<file path="src/rtl/pin_array_deser.sv">
// Serial-bit to WIDTH-bit word deserializer with a DEPTH-entry output FIFO (valid/ready).
// Optional macro PIN_ARRAY_DESER_PARITY_EN appends an even-parity bit per word and adds parity_err.
module pin_array_deser #(
  parameter int WIDTH     = 4,
  parameter int DEPTH     = 2,
  parameter int MSB_FIRST = 0
) (
  input  logic                     clk,
  input  logic                     rst_n,
  input  logic                     en,
  input  logic                     clear,
  input  logic                     vin_valid,
  input  logic                     vin,
  output logic [WIDTH-1:0]         vout,
  output logic                     vout_valid,
  input  logic                     vout_ready,
  output logic [$clog2(DEPTH):0]   level,
`ifdef PIN_ARRAY_DESER_PARITY_EN
  output logic                     parity_err,
`endif
  output logic                     overflow
);

`ifdef PIN_ARRAY_DESER_PARITY_EN
  localparam int NBITS = WIDTH + 1;
`else
  localparam int NBITS = WIDTH;
`endif
  localparam int CW = $clog2(NBITS);
  localparam int IW = $clog2(WIDTH);
  localparam int AW = (DEPTH > 1) ? $clog2(DEPTH) : 1;
  localparam int LW = $clog2(DEPTH) + 1;

  logic [CW-1:0]    r_cnt;
  logic [WIDTH-1:0] r_shift;
  logic [WIDTH-1:0] r_mem [0:(2**AW)-1];
  logic [AW-1:0]    r_wr, r_rd;
  logic [LW-1:0]    r_level;
  logic [WIDTH-1:0] r_vout;
  logic             r_vld;
  logic             r_ovf;

  logic             w_acc, w_last, w_data, w_pop, w_full, w_wr;
  logic [IW-1:0]    w_idx;
  logic [WIDTH-1:0] w_word, w_next_head;
  logic [LW-1:0]    w_level_nxt;

  assign w_acc  = en & vin_valid;
  assign w_last = w_acc && (r_cnt == CW'(NBITS-1));
  // The parity slot (cnt == WIDTH) carries no data bit.
  assign w_data = w_acc && (int'(r_cnt) < WIDTH);
  assign w_idx  = (MSB_FIRST != 0) ? (IW'(WIDTH-1) - IW'(r_cnt)) : IW'(r_cnt);

  always_comb begin
    w_word = r_shift;
    if (w_data) w_word[w_idx] = vin;
  end

  assign w_pop       = r_vld & vout_ready;
  assign w_full      = (r_level == LW'(DEPTH));
  assign w_wr        = w_last & (~w_full | w_pop);
  assign w_next_head = r_mem[r_rd + AW'(1)];

  always_comb begin
    w_level_nxt = r_level;
    if (w_wr && !w_pop)      w_level_nxt = r_level + LW'(1);
    else if (!w_wr && w_pop) w_level_nxt = r_level - LW'(1);
  end

  always_ff @(posedge clk) begin
    if (w_wr && !clear) r_mem[r_wr] <= w_word;
  end

`ifdef PIN_ARRAY_DESER_PARITY_EN
  logic r_perr;
  assign parity_err = r_perr;
  always_ff @(posedge clk or negedge rst_n) begin
    if (!rst_n)                         r_perr <= 1'b0;
    else if (clear)                     r_perr <= 1'b0;
    else if (w_last && ((^r_shift) != vin)) r_perr <= 1'b1;
  end
`endif

  always_ff @(posedge clk or negedge rst_n) begin
    if (!rst_n) begin
      r_cnt   <= '0;
      r_shift <= '0;
      r_wr    <= '0;
      r_rd    <= '0;
      r_level <= '0;
      r_vout  <= '0;
      r_vld   <= 1'b0;
      r_ovf   <= 1'b0;
    end else if (clear) begin
      r_cnt   <= '0;
      r_shift <= '0;
      r_wr    <= '0;
      r_rd    <= '0;
      r_level <= '0;
      r_vout  <= '0;
      r_vld   <= 1'b0;
      r_ovf   <= 1'b0;
    end else begin
      if (w_acc) begin
        if (w_last) begin
          r_cnt   <= '0;
          r_shift <= '0;
        end else begin
          r_cnt   <= r_cnt + CW'(1);
          r_shift <= w_word;
        end
      end
      if (w_last && w_full && !w_pop) r_ovf <= 1'b1;
      if (w_wr)  r_wr <= r_wr + AW'(1);
      if (w_pop) r_rd <= r_rd + AW'(1);
      r_level <= w_level_nxt;
      // vout is a registered copy of the head so it holds the last popped word when empty.
      if (w_pop) begin
        if (r_level > LW'(1)) r_vout <= w_next_head;
        else if (w_wr)        r_vout <= w_word;
        else                  r_vld  <= 1'b0;
      end else if (w_wr && !r_vld) begin
        r_vout <= w_word;
        r_vld  <= 1'b1;
      end
    end
  end

  assign vout       = r_vout;
  assign vout_valid = r_vld;
  assign level      = r_level;
  assign overflow   = r_ovf;

endmodule
</file>
<file path="config.mk">
export PLATFORM = sky130hd
export DESIGN_NAME = pin_array_deser
export DESIGN_NICKNAME = d
export VERILOG_FILES = /design/src/rtl/pin_array_deser.sv
export SDC_FILE = /design/constraint.sdc
export NUM_CORES = 1
export LEC_CHECK = 0
export ABC_CLOCK_PERIOD_IN_PS = 2360
export BUFFER_PORTS_ARGS = -buffer_cell sky130_fd_sc_hd__buf_2
export CORE_MARGIN = 1.5
export CORE_UTILIZATION = 40
export DETAILED_ROUTE_END_ITERATION = 8
export PLACE_DENSITY = 0.61
export SYNTH_ARGS = -nofsm -noshare
export SYNTH_HDL_FRONTEND = slang
export SYNTH_SLANG_ARGS = --single-unit
</file>
<file path="constraint.sdc">
create_clock -name clk -period 2.36 [get_ports clk]
set_input_delay 0 -clock clk [delete_from_list [all_inputs] [get_ports clk]]
set_output_delay 0 -clock clk [all_outputs]
set_load 0.005 [all_outputs]
</file>
==> impl_metrics.py <==
metrics = {
    "power_and_ir_drop": {
        "p_int_uw": 630,
        "power.net_switching_uw": 173,
        "cellPowerDensity_nw_per_um2": 566,
        "netSwitchingFraction": 0.215,
        "p_leak_nw": 0.664,
        "clkPwrFrac": 0.371,
        "peakVddDrop_mv": 0.554,
        "p_comb_frac": 0.078,
        "power_frac_seq": 0.550,
    },
    "synthesis": {
        "ys_warn_count": 0,
        "syn_inst": 109,
        "synth_edf_count": 8,
        "synth-async-reset-ratio": 0.667,
        "synthDominantCellAreaShare": 0.322,
        "synth.area.top_cells": "dfrtp_1 (32%), edfxtp_1 (19%), ha_1 (6.0%)",
        "synth_top_area_cell": "dfrtp_1",
        "syn_area_um2": 1240,
        "yosysSeqAreaShare": 0.515,
        "avgSynthCellArea_um2": 11.4,
        "syn-num-nets": 122,
        "yosysUniqueCellTypes": 33,
        "synthFlopType": "dfrtp_1",
        "synth-seq-cells": 24,
    },
    "final_layout": {
        "layout-drive-gt1-share": 0.222,
        "antenna_cells": 0,
        "final_cell_area_um2": 1420,
        "area_growth_pct": 13.8,
        "nets": 140,
    },
    "sta": {
        "setup_viol": 0,
        "worst_slew_pin_slew_ns": 0.642,
        "fmax_ghz": 0.506,
        "whs_ns": 0.0169,
        "rsz0062_at_grt": "no",
        "post-route-period-util": 0.837,
        "fin_setup_tns_ns": 0,
        "relSlewSlack": 0.571,
        "finalHoldViolCount": 0,
        "min_period_ns": 1.98,
        "clock_skew_ns": 0.00683,
        "final_max_slew_viol_count": 0,
    },
    "place": {
        "dpl_cell_area_um2": 1340,
        "place.gp.congestion": 0.711,
        "dp_hpwl_mm": 1.59,
        "port_buffers": 14,
    },
    "status": {
        "status": "complete, no violations",
    },
    "floorplan": {
        "die_y_um": 58.8,
        "initial_utilization": 0.415,
        "ios": 15,
        "core-area_um2": 3000,
        "die_area_um2": 3460,
        "die_w_um": 58.8,
        "rows": 20,
    },
    "global_routing": {
        "grt_pass1_wl_mm": 3.68,
        "grt_max_degree": 20,
        "first_global_vias": 780,
        "grtUsageTotal": 0.141,
        "grt_antenna_before_repair": 0,
        "grt_overflow": 0,
    },
    "routing": {
        "wl_mm": 2.13,
        "drtAntennaViolNets": 0,
        "viasPerCell": 5.33,
        "routedWlPerCell_um": 13.4,
        "drt_pre_antenna_iters": 4,
        "drt_iter0_drc": 21,
        "vias": 847,
        "drc_errors": 0,
    },
    "cts": {
        "path_clk_slew_ns": 0.13,
        "cts_tree": "yes",
        "post_cts_buffers": 0,
        "cts-buffers-inserted": 3,
        "ctsHtreeMaxLevel": 1,
        "clock-sinks": 24,
        "cts_root_buffer": "clkbuf_4",
        "cts_buffer_depth": 2,
        "clk_latency_ns": 0.32,
    },
    "worst_setup_path": {
        "start_kind": "register",
        "worstPathMaxFanout": 8,
        "arrival_ns": 1.94,
        "worstPathRequired_ns": 2.33,
        "worstSetupPathType": "register to register",
        "critPathCaptureType": "register",
    },
    "worst_hold_path": {
        "min-delay-path-class": "input port to register",
    },
    "run": {
        "max-cap-violations": 0,
    },
}
==> repair_timing <==
item / CTS / global route
hold endpoints to repair: 17 / 0
resized for setup: 0 / 0
hold buffers: 2 / 0
==> layout by cell type (no fill, tap or decap), types with 2 or more instances in the layout <==
cell and n:
nor2b_1 4, nand2_1 6, a311oi_1 2, nand3_1 6
a22oi_1 3, inv_1 7, dlygate4sd3_1 2, nor2_1 9
nor3b_1 2, a21o_1 2, a21oi_1 3, nor3_2 2
edfxtp_1 8, buf_2 14, clkbuf_4 3, dfrtp_1 16
ha_1 6, mux2i_1 4, mux2_2 4, xor2_1 2
a211oi_1 7
==> power groups by stage <==
| stage | logic (mW) | registers (mW) | clock network (mW) |
|---|---|---|---|
| after floorplan | 0.0344 | 0.449 | 0 |
| after global placement | 0.0608 | 0.449 | 0 |
| after detailed placement | 0.0609 | 0.450 | 0 |
| after CTS | 0.0638 | 0.441 | 0.306 |
| after global routing | 0.0718 | 0.443 | 0.317 |
| final | 0.0629 | 0.441 | 0.298 |
==> final cells by class <==
| type | instances | area [um^2] |
|---|---|---|
| fill | 268 | 1590 |
| sequential | 24 | 641 |
| multi-input combinational | 75 | 566 |
| timing repair buffer | 16 | 90.1 |
| tap | 33 | 41.3 |
| clock inverter | 1 | 30.0 |
| inverter | 7 | 26.3 |
| clock buffer | 3 | 22.5 |
==> worst max-delay path, stage by stage, from the launching register on <==
cell and delay [ns]:
dfrtp_1 0.43, ha_1 0.29, nand3_4 0.14, a21o_1 0.21, nor3b_1 0.56
==> final timing paths <==
path	start	endpoint	depth (start not counted)	slack, ns
worst max register to register	r_cnt[0]	r_mem[1][3]	4	0.38
worst max-delay path	r_cnt[0]	r_mem[1][3]	4	0.38
min in group asynchronous	rst_n	vout[2]	2	0.11
max in group asynchronous	rst_n	level[0]	2	1.98
worst min register to register	vout[1]	vout[1]	1	0.52
worst min-delay path	en	r_cnt[1]	3	0.02
==> cells by family after synthesis <==
logic type / after synthesis / share of synthesized area
xor+xnor: 3 / 0.0211
compound gates: 21 / 0.122
simple gates: 37 / 0.183
mux: 8 / 0.0683
flops: 24 / 0.515
fa+ha+maj: 6 / 0.0603
buf+inv: 10 / 0.0312
==> layer usage <==
layer	vias up	part of all wire	global-route usage	routed length [um]
met2	13	0.46	0.224	982
met3	2	0.027	0.0396	58
met1	401	0.50	0.190	1070
met4	0	0.0089	0.0390	19
met5	-	0	0	0
li1	431	-	-	-
==> state kept, by name, summed over array words and instances, names as in the netlist <==
register	flops
level	2
overflow	1
r_cnt	2
r_mem	8
r_rd	1
r_shift	4
r_wr	1
vout	4
vout_valid	1
==> synthesized netlist by cell type, drive strengths merged, types with 3 or more instances <==
cell / count
nand3: 7
nor2b: 4
mux2i: 4
edfxtp: 8
a21oi: 4
ha: 6
nor3: 3
nand2: 7
a22oi: 3
inv: 7
nor2: 9
dfrtp: 16
mux2: 4
a211oi: 7
==> through the flow <==
| step | utilization | total power [mW] | worst slack [ns] | std cells |
|---|---|---|---|---|
| 2_1_floorplan | - | 0.484 | 0.633 | 109 |
| 3_3_place_gp | 0.448 | 0.510 | 0.525 | 153 |
| 6_report | 0.472 | 0.802 | 0.384 | 159 |
| 5_1_grt | 0.472 | 0.831 | 0.276 | 159 |
| 3_5_place_dp | 0.448 | 0.511 | 0.419 | 153 |
| 4_1_cts | 0.472 | 0.812 | 0.377 | 159 |
(Power assumes the default switching activity.)
